`config.mk`:
```
export PLATFORM = sky130hd
export DESIGN_NAME = sync_tx
export DESIGN_NICKNAME = d
export VERILOG_FILES = /design/src/rtl/sync_tx.sv
export SDC_FILE = /design/constraint.sdc
export NUM_CORES = 1
export LEC_CHECK = 0
export BUFFER_PORTS_ARGS = -buffer_cell sky130_fd_sc_hd__buf_2
export CAP_MARGIN = 20
export CORE_MARGIN = 2
export CORE_UTILIZATION = 48
export CTS_BUF_LIST = sky130_fd_sc_hd__clkbuf_4 sky130_fd_sc_hd__clkbuf_8 sky130_fd_sc_hd__clkbuf_16
export CTS_CLUSTER_SIZE = 16
export DETAILED_ROUTE_END_ITERATION = 6
export PLACE_DENSITY = 0.72
export SETUP_SLACK_MARGIN = 0.3
export SYNTH_ARGS = -nofsm -noshare
export SYNTH_HDL_FRONTEND = slang
export SYNTH_SLANG_ARGS = --single-unit
```
`constraint.sdc`:
```
create_clock -name clk -period 1.6 [get_ports clk]
set_clock_uncertainty 0.05 [all_clocks]
set_input_delay 0.08 -clock clk [delete_from_list [all_inputs] [get_ports clk]]
set_output_delay 0.08 -clock clk [all_outputs]
set_load 0.02 [all_outputs]
```
`src/rtl/sync_tx.sv`:
```
// Serial frame transmitter: emits a 0,0,1 marker, then the payload MSB-first with a 1
// stuffed after every payload 0, so "00" can only ever appear inside the marker.
module sync_tx #(
    parameter int WIDTH = 8
) (
    input  logic             clk,
    input  logic             reset,
    input  logic [WIDTH-1:0] data_in,
    input  logic             valid,
    output logic             ready,
    output logic             x,
    output logic             busy,
    output logic             done
);
    localparam int CW = $clog2(WIDTH + 1);

    typedef enum logic [2:0] {
        IDLE  = 3'd0,
        SYNC0 = 3'd1,
        SYNC1 = 3'd2,
        SYNC2 = 3'd3,
        DATA  = 3'd4,
        STUFF = 3'd5
    } state_t;

    state_t           state_q, state_d;
    logic [WIDTH-1:0] shreg_q, shreg_d;
    logic [CW-1:0]    cnt_q, cnt_d;
    logic             x_q, x_d;
    logic             busy_q, busy_d;
    logic             done_q, done_d;

    // Handshake: a word transfers on a rising edge where valid && ready; ready depends on state only.
    assign ready = (state_q == IDLE);
    assign x     = x_q;
    assign busy  = busy_q;
    assign done  = done_q;

    always_comb begin
        state_d = state_q;
        shreg_d = shreg_q;
        cnt_d   = cnt_q;
        unique case (state_q)
            IDLE: begin
                if (valid) begin
                    shreg_d = data_in;
                    cnt_d   = CW'(WIDTH);
                    state_d = SYNC0;
                end
            end
            SYNC0: state_d = SYNC1;
            SYNC1: state_d = SYNC2;
            SYNC2: state_d = DATA;
            DATA: begin
                // The bit on the line this cycle is the current MSB; shift it out on exit.
                shreg_d = shreg_q << 1;
                cnt_d   = cnt_q - CW'(1);
                if (!shreg_q[WIDTH-1]) begin
                    state_d = STUFF;
                end else if (cnt_d == '0) begin
                    state_d = IDLE;
                end else begin
                    state_d = DATA;
                end
            end
            STUFF: state_d = (cnt_q == '0) ? IDLE : DATA;
            default: state_d = IDLE;
        endcase

        // Outputs are registered, so they are decoded from the state being entered.
        unique case (state_d)
            SYNC0, SYNC1: x_d = 1'b0;
            DATA:         x_d = shreg_d[WIDTH-1];
            default:      x_d = 1'b1;
        endcase
        busy_d = (state_d != IDLE);
        done_d = (state_d == IDLE) && ((state_q == DATA) || (state_q == STUFF));
    end

    always_ff @(posedge clk or negedge reset) begin
        if (!reset) begin
            state_q <= IDLE;
            shreg_q <= '0;
            cnt_q   <= '0;
            x_q     <= 1'b1;
            busy_q  <= 1'b0;
            done_q  <= 1'b0;
        end else begin
            state_q <= state_d;
            shreg_q <= shreg_d;
            cnt_q   <= cnt_d;
            x_q     <= x_d;
            busy_q  <= busy_d;
            done_q  <= done_d;
        end
    end
endmodule

```
==> impl_metrics.py <==
metrics = {
    "synth": {
        "ys.warnings.count": 0,
        "yosysTopAreaCellShare_pct": 47.16,
        "syn_inst": 96,
        "ys_seq_area_share_pct": 50.07,
        "synth.avg_cell_area_um2": 9.397,
        "synth_area_um2": 902.1,
        "async_flop_share_pct": 100.0,
        "ys_seq_elements": 18,
        "synth_top_flop_cell": "dfrtp_1",
        "netlist.top_cell.by_area": "dfrtp_1",
        "synth_common_cells": "19 x nand2_1, 17 x dfrtp_1, 10 x nor2_1",
        "synth_cell_types": 29,
        "syn_nets": 110,
        "synth.area.top_cells": "dfrtp_1 47%, nand2_1 7.9%, a22oi_1 5.0%",
        "synth_edf_count": 0,
        "synth_most_common_cell": "nand2_1",
    },
    "setup_path": {
        "worst-setup-path-type": "reg2reg",
        "worst-path-buf-inv": 1,
        "path_delay_family": "flip-flops",
        "required_ns": 1.80,
        "worstPathArrival_ns": 1.76,
        "crit_slowest_cell": "dfrtp_1",
        "max_stage_delay_ns": 0.42,
        "cp-start-kind": "flip-flop",
        "cp_max_fo": 3,
        "crit_path_end_kind": "flip-flop",
        "path_cells": "inv_2, ha_4, xor2_2, nor3b_2, a32oi_2, o211ai_1, and2_1",
    },
    "clock_tree": {
        "cts_buffer_depth": 2,
        "cts_made_buffers": 3,
        "clkSinkCount": 18,
        "htreeDepth": 1,
        "insertion_delay_ns": 0.30,
        "clk_pin_slew_ns": 0.11,
        "cts_tree": "done",
        "cts_root_buf": "clkbuf_4",
    },
    "route": {
        "vias_per_cell": 5.253,
        "route.detailed.drc": 0,
        "drt_wl_total_um": 2281,
        "vias": 830,
        "drt_iter0_drc": 14,
        "drtPass1Iterations": 4,
        "wl_per_cell_um": 14.44,
        "antenna_left": 0,
    },
    "die": {
        "num_rows": 15,
        "dieArea_um2": 2242,
        "ios": 15,
        "start_util_pct": 51.68,
        "core_um2": 1745,
        "die_h_um": 47.35,
        "die_x_um": 47.35,
    },
    "run": {
        "maxCapViolCount": 0,
    },
    "global_routing": {
        "antenna_found_initial": 0,
        "grt.total_usage_pct": 23.62,
        "grt_max_degree": 19,
        "grt_pass1_vias": 867,
        "grt.overflow.total": 0,
        "grt_pass1_wl_um": 3629,
    },
    "sta": {
        "worstMarginPinSlew_ns": 0.4102,
        "final_hold_viol_count": 0,
        "period_needed_ns": 1.565,
        "slew_headroom_pct": 72.65,
        "fmax_ghz": 0.6389,
        "rsz0062_at_grt": "true",
        "setup_tns_ns": 0,
        "drv_slew": 0,
        "setup_viol": 0,
        "final.period_utilization_pct": 97.83,
    },
    "cells_and_area": {
        "fin_cells": 158,
        "antenna_cells": 0,
        "drive_above_1_share_pct": 45.86,
        "fillers": 109,
        "syn2layout_area_growth_pct": 50.49,
        "nNetsFinal": 148,
    },
    "power": {
        "cellPowerDensity_nw_per_um2": 1965,
        "vdd_drop_max_mv": 1.000,
        "leakage_uw": 0.0006130,
    },
    "placement": {
        "dp.cells": 136,
        "io_buffer_count": 14,
        "hpwlAfterDp_um": 1267,
        "gp_congestion": 0.8716,
    },
    "hold_path": {
        "hold_class": "in2async",
    },
    "status": {
        "outcome": "complete, no violations",
    },
}
[sequential cells by signal, summed over array words and instances, names as in the netlist]
register,flops
cnt_q,4
state_q,3
x,1
done,1
shreg_q,8
busy,1
[final cells by class]
| cell class | count | area [µm²] | area share, % |
|---|---|---|---|
| repair buffers | 37 | 286.5 | 21.11 |
| inverters | 3 | 11.26 | 0.8295 |
| flip-flops and latches | 18 | 455.4 | 33.55 |
| well taps | 25 | 31.28 | 2.304 |
| multi-input cells | 71 | 536.8 | 39.54 |
| clock buffers | 4 | 36.28 | 2.673 |
[cell families after synthesis]
group / after synthesis / share of synthesized area [%]
AND/OR/NAND/NOR: 43 / 22.19
buffers and inverters: 7 / 4.022
XOR/XNOR: 3 / 2.913
AO/OA/AOI/OAI: 22 / 16.64
flip-flops: 18 / 50.07
adder cells (fa/ha/maj): 3 / 4.161
[report_power, final]
group,leakage (µW),switching (µW),internal [µW]
Clock,0.0000210,153,139
Sequential,0.000219,205,678
Combinational,0.000373,762,731
Total,0.000613,1120,1550
[placed cells by master, fill, tap and decap left out, types with 2 or more instances in the layout]
cell type,count
a22oi_2,6
buf_2,13
buf_4,11
buf_6,3
clkbuf_4,3
dfrtp_1,14
dfrtp_2,3
dlygate4sd3_1,8
ha_1,2
inv_2,2
nand2_1,17
nor2_1,10
nor2_4,2
nor2b_1,2
o21ai_0,4
o21ai_1,4
xnor2_1,2
[metal layers]
layer / global-route usage [%] / wire length [µm]
met1: 25.96 / 899
met2: 43.24 / 1269
met3: 2.308 / 67
met4: 13.89 / 44
met5: 0 / 0
[through the flow]
| step | utilization [%] | setup slack, ns | hold WS [ns] | power [µW] | cell area (µm²) |
|---|---|---|---|---|---|
| floorplan | - | 0.09410 | -0.2656 | 1690 | 973.4 |
| global placement | 62.44 | 0.06638 | -0.01857 | 1901 | 1090 |
| detailed placement | 62.44 | -0.009871 | -0.01981 | 1954 | 1090 |
| CTS | 74.77 | 0.1113 | 0.1203 | 2470 | 1305 |
| global route | 77.78 | -0.05678 | 0.2066 | 2855 | 1358 |
| finish | 77.78 | 0.03471 | 0.1780 | 2668 | 1358 |
[path summary, 6_finish.rpt]
kind                                 start    endpoint  slack [ns]  cells after the start
worst max-delay path              cnt_q[1]           x        0.03                      7
worst min-delay path                 reset    cnt_q[3]        0.18                      2
worst max register to register    cnt_q[1]           x        0.03                      7
worst min register to register  shreg_q[6]  shreg_q[6]        0.45                      2
max in group asynchronous            reset           x        1.00                      2
min in group clk                     valid           x        0.18                      3
[what timing repair did]
item	CTS	global route
setup buffers	10	0
hold buffers	8	0
gates resized for setup	9	12
pin swaps	6	6
setup endpoints to repair	17	17
endpoints found under the hold margin	25	0
Power figures use the tool's default switching activity.
